==> src/rtl/multicycle_control_unit.sv <==
// multicycle_control_unit: control FSM for the multi-cycle RV32I core.
// Sequences IF/ID/EX/MEM/WB over the shared ALU and the unified memory port,
// and drives every datapath mux/enable strobe. Halts on ECALL when x17 == 10.
//
// Build option: define MEM_WAIT_EN to let IF and MEM stall on mem_ready.
// Without it, mem_ready is ignored and each memory phase lasts one cycle.
//
// Memory handshake: the controller holds mem_read/mem_write/i_or_d constant
// while mem_ready is low; the access completes in the cycle where mem_ready
// is high, and only then do ir_write / pc_write / state advance.
module multicycle_control_unit (
  input  logic       clk,
  input  logic       reset_n,
  input  logic [6:0] opcode,
  input  logic       bcond,
  input  logic       halt_cond,
  input  logic       mem_ready,
  output logic [2:0] state,
  output logic       pc_write,
  output logic       pc_source,
  output logic       i_or_d,
  output logic       mem_read,
  output logic       mem_write,
  output logic       ir_write,
  output logic       reg_write,
  output logic [1:0] wb_sel,
  output logic       alu_src_a,
  output logic [1:0] alu_src_b,
  output logic       alu_ctrl_op,
  output logic       halted
);

  typedef enum logic [2:0] {
    S_IF   = 3'd0,
    S_ID   = 3'd1,
    S_EX   = 3'd2,
    S_MEM  = 3'd3,
    S_WB   = 3'd4,
    S_HALT = 3'd5
  } state_t;

  localparam logic [6:0] OP_R      = 7'b0110011;
  localparam logic [6:0] OP_I      = 7'b0010011;
  localparam logic [6:0] OP_LOAD   = 7'b0000011;
  localparam logic [6:0] OP_STORE  = 7'b0100011;
  localparam logic [6:0] OP_BRANCH = 7'b1100011;
  localparam logic [6:0] OP_JAL    = 7'b1101111;
  localparam logic [6:0] OP_JALR   = 7'b1100111;
  localparam logic [6:0] OP_SYSTEM = 7'b1110011;

  state_t cur_state;
  state_t nxt_state;
  logic   mem_rdy;

`ifdef MEM_WAIT_EN
  assign mem_rdy = mem_ready;
`else
  // Memory is treated as always ready; mem_ready is intentionally unused.
  logic unused_mem_ready;
  assign unused_mem_ready = mem_ready;
  assign mem_rdy = 1'b1;
`endif

  logic is_r, is_i, is_load, is_store, is_branch, is_jal, is_jalr, is_ecall;
  logic is_known;

  assign is_r      = (opcode == OP_R);
  assign is_i      = (opcode == OP_I);
  assign is_load   = (opcode == OP_LOAD);
  assign is_store  = (opcode == OP_STORE);
  assign is_branch = (opcode == OP_BRANCH);
  assign is_jal    = (opcode == OP_JAL);
  assign is_jalr   = (opcode == OP_JALR);
  assign is_ecall  = (opcode == OP_SYSTEM);
  assign is_known  = is_r | is_i | is_load | is_store | is_branch | is_jal | is_jalr;

  assign state = cur_state;

  // State register; reset returns to fetch immediately.
  always_ff @(posedge clk or negedge reset_n) begin
    if (!reset_n) cur_state <= S_IF;
    else          cur_state <= nxt_state;
  end

  // Next-state and strobe decode; everything is forced low while in reset.
  always_comb begin
    nxt_state   = cur_state;
    pc_write    = 1'b0;
    pc_source   = 1'b0;
    i_or_d      = 1'b0;
    mem_read    = 1'b0;
    mem_write   = 1'b0;
    ir_write    = 1'b0;
    reg_write   = 1'b0;
    wb_sel      = 2'd0;
    alu_src_a   = 1'b0;
    alu_src_b   = 2'd0;
    alu_ctrl_op = 1'b0;
    halted      = 1'b0;
    case (cur_state)
      S_IF: begin
        mem_read = 1'b1;
        ir_write = mem_rdy;
        if (mem_rdy) nxt_state = S_ID;
      end
      S_ID: begin
        // ALUOut <- PC + imm for branch/jump targets.
        alu_src_b = 2'd2;
        if (is_ecall && halt_cond) begin
          nxt_state = S_HALT;
        end else if (is_ecall || !is_known) begin
          // Skip the instruction: PC <- PC + 4.
          alu_src_b = 2'd1;
          pc_write  = 1'b1;
          nxt_state = S_IF;
        end else begin
          nxt_state = S_EX;
        end
      end
      S_EX: begin
        if (is_r) begin
          alu_src_a = 1'b1; alu_ctrl_op = 1'b1; nxt_state = S_WB;
        end else if (is_i || is_jalr) begin
          alu_src_a = 1'b1; alu_src_b = 2'd2; alu_ctrl_op = 1'b1; nxt_state = S_WB;
        end else if (is_load || is_store) begin
          alu_src_a = 1'b1; alu_src_b = 2'd2; alu_ctrl_op = 1'b1; nxt_state = S_MEM;
        end else if (is_branch) begin
          alu_src_a = 1'b1; alu_ctrl_op = 1'b1;
          if (bcond) begin
            pc_write = 1'b1; pc_source = 1'b1; nxt_state = S_IF;
          end else begin
            nxt_state = S_WB;
          end
        end else if (is_jal) begin
          // rd <- PC + 4 while PC <- ALUOut (computed in ID).
          alu_src_b = 2'd1; reg_write = 1'b1; wb_sel = 2'd2;
          pc_write = 1'b1; pc_source = 1'b1; nxt_state = S_IF;
        end else begin
          nxt_state = S_IF;
        end
      end
      S_MEM: begin
        i_or_d = 1'b1;
        if (is_load) begin
          mem_read = 1'b1;
          if (mem_rdy) nxt_state = S_WB;
        end else begin
          mem_write = 1'b1;
          if (mem_rdy) begin
            alu_src_b = 2'd1; pc_write = 1'b1; nxt_state = S_IF;
          end
        end
      end
      S_WB: begin
        alu_src_b = 2'd1;
        pc_write  = 1'b1;
        nxt_state = S_IF;
        if (is_r || is_i) begin
          reg_write = 1'b1;
        end else if (is_load) begin
          reg_write = 1'b1; wb_sel = 2'd1;
        end else if (is_jalr) begin
          reg_write = 1'b1; wb_sel = 2'd2; pc_source = 1'b1;
        end
      end
      S_HALT: begin
        halted = 1'b1;
      end
      default: begin
        nxt_state = S_IF;
      end
    endcase
    if (!reset_n) begin
      pc_write    = 1'b0;
      pc_source   = 1'b0;
      i_or_d      = 1'b0;
      mem_read    = 1'b0;
      mem_write   = 1'b0;
      ir_write    = 1'b0;
      reg_write   = 1'b0;
      wb_sel      = 2'd0;
      alu_src_a   = 1'b0;
      alu_src_b   = 2'd0;
      alu_ctrl_op = 1'b0;
      halted      = 1'b0;
    end
  end

endmodule

==> config.mk <==
export PLATFORM = sky130hd
export DESIGN_NAME = multicycle_control_unit
export DESIGN_NICKNAME = d
export VERILOG_FILES = /design/src/rtl/multicycle_control_unit.sv
export SDC_FILE = /design/constraint.sdc
export NUM_CORES = 1
export LEC_CHECK = 0
export CAP_MARGIN = 25
export CORE_MARGIN = 2
export CORE_UTILIZATION = 37
export DETAILED_ROUTE_END_ITERATION = 16
export MAX_ROUTING_LAYER = met4
export PLACE_DENSITY_LB_ADDON = 0.25
export SETUP_SLACK_MARGIN = 0.1
export SYNTH_ARGS = -nofsm -noshare
export SYNTH_HDL_FRONTEND = slang
export SYNTH_SLANG_ARGS = --single-unit
==> constraint.sdc <==
create_clock -name clk -period 2.1 [get_ports clk]
set_input_delay 0.315 -clock clk [delete_from_list [all_inputs] [get_ports clk]]
set_output_delay 0.315 -clock clk [all_outputs]
set_load 0.05 [all_outputs]
==> results of run 1 <==
-- path summary, 6_finish.rpt --
path	start	end	depth (start not counted)
hold / removal	reset_n	state[0]	2
setup / recovery	opcode[5]	pc_source	7
min in group clk	opcode[4]	state[0]	5
max in group asynchronous	reset_n	state[1]	2
setup reg to reg	state[2]	state[0]	5
hold reg to reg	state[0]	state[2]	2
-- kinds of logic (layout without fill, tap and decap cells) --
family                 after synthesis  in the layout  share of synthesized area, %
AND/OR/NAND/NOR                     46             46                          49.1
buffers and inverters                8             59                          8.07
flip-flops                           3              3                          14.7
AO/OA/AOI/OAI                       23             23                          28.1
-- layout make-up --
class | count | area share [%]
clock buffer | 4 | 2.10
inverter | 2 | 0.600
multi-input combinational | 69 | 45.6
sequential | 3 | 6.30
tap | 15 | 1.50
timing repair buffer | 53 | 43.9
-- layer usage --
metal | wire length, um | global-route usage [%] | vias up
li1 | - | - | 388
met1 | 1130 | 39.5 | 454
met2 | 1600 | 58.2 | 123
met3 | 476 | 6.52 | 54
met4 | 364 | 6.45 | 0
met5 | 0 | - | -
-- what timing repair did --
action | in CTS | in global routing
pin swaps | 11 | 8
buffers inserted | 3 | 6
endpoints found under the setup margin | 11 | 10
resized for setup | 34 | 18
-- synth_stat cells --
library cell	instances	share of area [%]
nor2_1	13	9.5
and2_1	2	2.4
nor4_1	1	1.2
nand3_1	2	2.0
and3_1	2	2.4
nand2b_4	1	2.7
dfrtp_1	3	15
a211oi_1	1	1.5
nand4_1	2	2.4
o22ai_1	2	2.4
a21boi_1	1	1.5
nor4bb_1	1	2.0
a31o_2	2	3.4
a31oi_1	2	2.4
a21oi_1	9	8.8
or2_0	1	1.2
inv_1	2	1.5
nor3_1	2	2.0
a21o_2	1	1.7
nor3b_1	2	2.9
nand2b_1	3	3.7
clkbuf_1	1	0.73
and3b_1	1	1.7
nand2_1	9	6.6
nor2b_1	3	3.7
buf_2	3	2.9
o21ai_0	3	2.9
a31o_1	1	1.7
nor2b_4	1	2.7
o22a_1	1	1.7
buf_4	2	2.9
-- report_power, final --
group          internal (W)  leakage [nW]  switching [W]
clock             0.0000727        0.0150      0.0000528
sequential        0.0000725        0.0352      0.0000325
combinational      0.000242         0.507       0.000372
-- cell usage in the layout, fill, tap and decap left out, drive strengths merged, types with 2 or more instances in the layout --
cell type,Yosys,routed
buf,5,41
nor2,13,13
nand2,9,9
clkbuf,1,9
a21oi,9,9
clkdlybuf4s50,0,4
nor2b,4,4
nand2b,4,4
dfrtp,3,3
o21ai,3,3
a31o,3,3
inv,2,2
nand4,2,2
a31oi,2,2
nand3,2,2
dlymetal6s2s,0,2
and2,2,2
and3,2,2
nor3,2,2
o22ai,2,2
nor3b,2,2
-- metrics by stage --
step                      std cells  setup slack (ns)  util (%)  area (um^2)  hold slack (ns)
after global routing            146            -0.114      96.2         1250            0.247
final                           146           -0.0255      96.2         1250            0.244
after global placement          133            -0.253      83.3         1080            0.574
after detailed placement        133            -0.283      83.3         1080            0.578
after CTS                       140             0.100      89.8         1170            0.578
after floorplan                  80            0.0944         -          624           0.0194
-- critical path: stages --
cell	delay, ns
clkdlybuf4s15_1	0.33
inv_1	0.12
nor2_1	0.24
nand4_1	0.20
a21o_2	0.30
a21boi_4	0.14
buf_6	0.17
==> flow_summary.yaml, run 1 <==
place:
  gp_congestion: 0.905
  dp_hpwl_um: 1520
  port_buffers: 27
clock_network:
  cts_tree: "done"
  root_buffer: "clkbuf_4"
  numCtsBuffers: 3
  cts_max_level: 1
  path_clk_slew_ns: 0.05
  cts_hold_buf: 0
  clock_sinks: 3
  clk_latency_ns: 0.26
  ctsLongestPathBuffers: 2
route:
  routedWlPerCell_um: 24.5
  finalWirelength_um: 3580
  antenna_left: 0
  drc: 0
  drt_first_pass_iters: 4
  vias: 1019
  vias_per_cell: 6.98
  drt_iter0_markers: 81
yosys:
  syn_avg_cell_area_um2: 6.40
  seq_area_frac_synth_pct: 14.7
  synth_nets: 92
  ys.warnings.count: 0
  synth_cells: 80
  synth.ff_latch_count: 3
  syn_area_um2: 512
  synth.distinct_cells: 31
floorplan:
  start_util_pct: 39.3
  die-area_um2: 1700
  die_h_um: 41.2
  ios: 29
  rows: 13
  core-area_um2: 1300
  die_w_um: 41.2
global_routing:
  grt_pass1_wl_um: 3710
  grt_pass1_vias: 753
  globalRouteOverflowTotal: 0
  track_usage_pct: 33.4
  antenna_found_initial: 0
  grt_max_degree: 12
sta:
  worst_slew_pin_slew_ns: 0.524
  min_period_over_period_pct: 101
  fin_crit_ns: 2.13
  finalSetupTns_ns: -0.0521
  rsz0062_at_grt: "yes"
  finalHoldViolations: 0
  fmax_mhz: 470
  finalMaxSlewViolations: 0
  setup_viol: 3
  max-slew-margin-rel_pct: 65.0
  setup_ws_ns: -0.0255
  fin_worst_skew_ns: 0.00528
finish:
  synthToLayoutAreaGrowth_pct: 144
  nFillCells: 28
  multi_input_area_um2: 571
  seqCellArea_um2: 78.8
  n_antenna_cell: 0
  drive_above_1_share_pct: 64.1
  nNetsFinal: 144
  largest_reg_flops: 3
power:
  ir_drop_mv: 0.499
  finalPower_w: 0.000845
  p_leak_nw: 0.557
  power_density_nw_per_um2: 675
worst_hold_path:
  worstHoldPathType: "in -> async"
worst_setup_path:
  cp.arrival_ns: 1.81
  crit_fanout: 4
  rrSetupSlack_ns: 0.71
  required_ns: 1.78
  startpoint_type: "input pin"
  critPathCaptureType: "output port"
  critical_path_class: "in -> out"
job:
  cap_violations: 0
run_status:
  violations: "setup timing"
  status: "complete, but fails checks"
(Power assumes the default switching activity.)
==> run 2, diff against run 1 <==
TNS_END_PERCENT = 100   (was not set)
==> results of run 2 <==
Final layout, timing and power as in run 1 (identical DEF).
==> run 3, diff against run 2 <==
CORE_UTILIZATION = 33   (was 37)
CTS_CLUSTER_DIAMETER = 40   (was not set)
clock period = 1.75 ns   (was 2.1 ns; I/O delays follow)
==> run 3 against run 2 <==
  * The flow still finishes with violations (setup timing)
  * Clock power rose by 25%
  * Non-clock buffer count increased by 10
  * Hold slack gained 0.079 ns
  * Critical endpoint is now reg_write
  * Largest cell class is now buffers
==> flow_summary.yaml, run 3 (synthesized netlist as in run 1, its figures left out) <==
route:
  vias_per_cell: 6.64
  finalWirelength_um: 4090
  drt_first_pass_iters: 5
  drt_iter0_markers: 105
  antenna_left: 0
  routedWlPerCell_um: 26.0
  vias: 1042
  drc: 0
floorplan:
  die-area_um2: 1880
  rows: 14
  core-area_um2: 1470
  die_h_um: 43.4
  die_w_um: 43.4
  start_util_pct: 34.8
  ios: 29
place:
  dp_slack_ns: -0.561
  dp_hpwl_um: 1740
  dp.cells: 144
  gp_congestion: 0.894
  port_buffers: 27
worst_setup_path:
  rr_worst_depth: 5
  critical_path_class: "reg -> out"
  required_ns: 1.49
  reg2reg_from: "state[0]"
  endpoint: "reg_write"
  crit_fanout: 7
  rrSetupSlack_ns: 0.11
  cp.arrival_ns: 1.99
  critPathCaptureType: "output port"
  r2r-end: "state[2]"
  cp-startpoint: "state[2]"
  startpoint_type: "register"
global_routing:
  grtUsageMet2_pct: 53.7
  grt_max_degree: 9
  grt.busiest_layer: "met2"
  grt_use_met1_pct: 37.8
  track_usage_pct: 33.7
  antenna_found_initial: 0
  grtUsageMet3_pct: 7.08
  globalRouteOverflowTotal: 0
  grt_pass1_wl_um: 4390
  grt_pass1_vias: 892
clock_network:
  cts_max_level: 1
  cts_tree: "done"
  path_clk_slew_ns: 0.06
  clock_sinks: 3
  clk_latency_ns: 0.26
  ctsLongestPathBuffers: 2
  root_buffer: "clkbuf_4"
  numCtsBuffers: 3
  cts_hold_buf: 0
finish:
  nFillCells: 28
  final_cell_mix: "33 x buf_4, 11 x buf_6, 10 x buf_12"
  stdcell_count: 157
  final_util_pct: 96.3
  drive_above_1_share_pct: 73.8
  final_common_cell: "buf_4"
  synthToLayoutAreaGrowth_pct: 177
  largest_reg_flops: 3
  nNetsFinal: 154
  n_antenna_cell: 0
sta:
  setup_viol: 13
  worst_slew_pin_slew_ns: 0.512
  finalMaxSlewViolations: 0
  fin_worst_skew_ns: 0.00996
  setup_ws_ns: -0.498
  fmax_mhz: 445
  finalSetupTns_ns: -3.35
  rsz0062_at_grt: "yes"
  max-slew-margin-rel_pct: 65.7
  finalHoldViolations: 0
  fin_crit_ns: 2.25
  min_period_over_period_pct: 128
job:
  cap_violations: 0
power:
  comb_power_share_pct: 77.8
  p_sw_w: 0.000653
  power_density_nw_per_um2: 886
  p_leak_nw: 0.611
  p_int_w: 0.000603
  pwr-share-clk_pct: 12.5
  p_sw_share_pct: 52.0
  seqPwrFrac_pct: 9.7
  ir_drop_mv: 0.722
run_status:
  status: "complete, but fails checks"
  violations: "setup timing"
worst_hold_path:
  worstHoldPathType: "in -> async"
==> run 3: what timing repair did <==
| action | 4_1_cts | 5_1_grt |
|---|---|---|
| endpoints found under the setup margin | 15 | 14 |
| pin swaps | 17 | 7 |
| setup buffers | 5 | 6 |
| resized for setup | 60 | 9 |
| endpoints found under the hold margin | 0 | 0 |
==> run 3: worst min path at each step <==
stage	cells past startpoint	to	from
finish	2	state[0]	reset_n
global route	2	state[2]	reset_n
CTS	2	state[0]	reset_n
detailed placement	2	state[0]	state[1]
global placement	2	state[0]	state[1]
floorplan	0	state[0]	reset_n
==> run 3: power by group through the flow <==
stage	registers, W	clock network (W)	logic, W
3_3_place_gp	0.000112	0	0.000642
5_1_grt	0.000121	0.000158	0.000996
3_5_place_dp	0.000114	0	0.000656
2_1_floorplan	0.000150	0	0.000368
6_report	0.000122	0.000157	0.000977
4_1_cts	0.000118	0.000136	0.000790
==> run 3: per-layer routing <==
layer / wire length [um] / part of all wire [%]
met4: 343 / 8.4
met1: 1300 / 32
met5: 0 / 0
met3: 473 / 12
met2: 1970 / 48
==> run 3: metrics by stage <==
step           hold slack (ns)  total power [W]  area [um^2]
2_1_floorplan          -0.0331         0.000517          664
3_3_place_gp             0.623         0.000754         1180
3_5_place_dp             0.622         0.000770         1180
4_1_cts                  0.231          0.00104         1340
5_1_grt                  0.312          0.00128         1420
6_report                 0.323          0.00126         1420
==> run 3: area by class of cell <==
cell class	count	area, um^2	area share [%]
Inverter	2	11.3	0.794
Clock buffer	4	26.3	1.85
Sequential cell	3	78.8	5.56
Tap cell	16	20.0	1.41
Multi-Input combinational cell	69	636	44.8
Timing Repair Buffer	63	646	45.5
==> run 3: worst max-delay path: stages, from the launching register on <==
cell     delay (ns)
dfrtp_2        0.48
nor2b_2        0.22
a21oi_1        0.15
nor4_2         0.38
a31oi_1        0.18
nor2b_4        0.17
buf_12         0.14
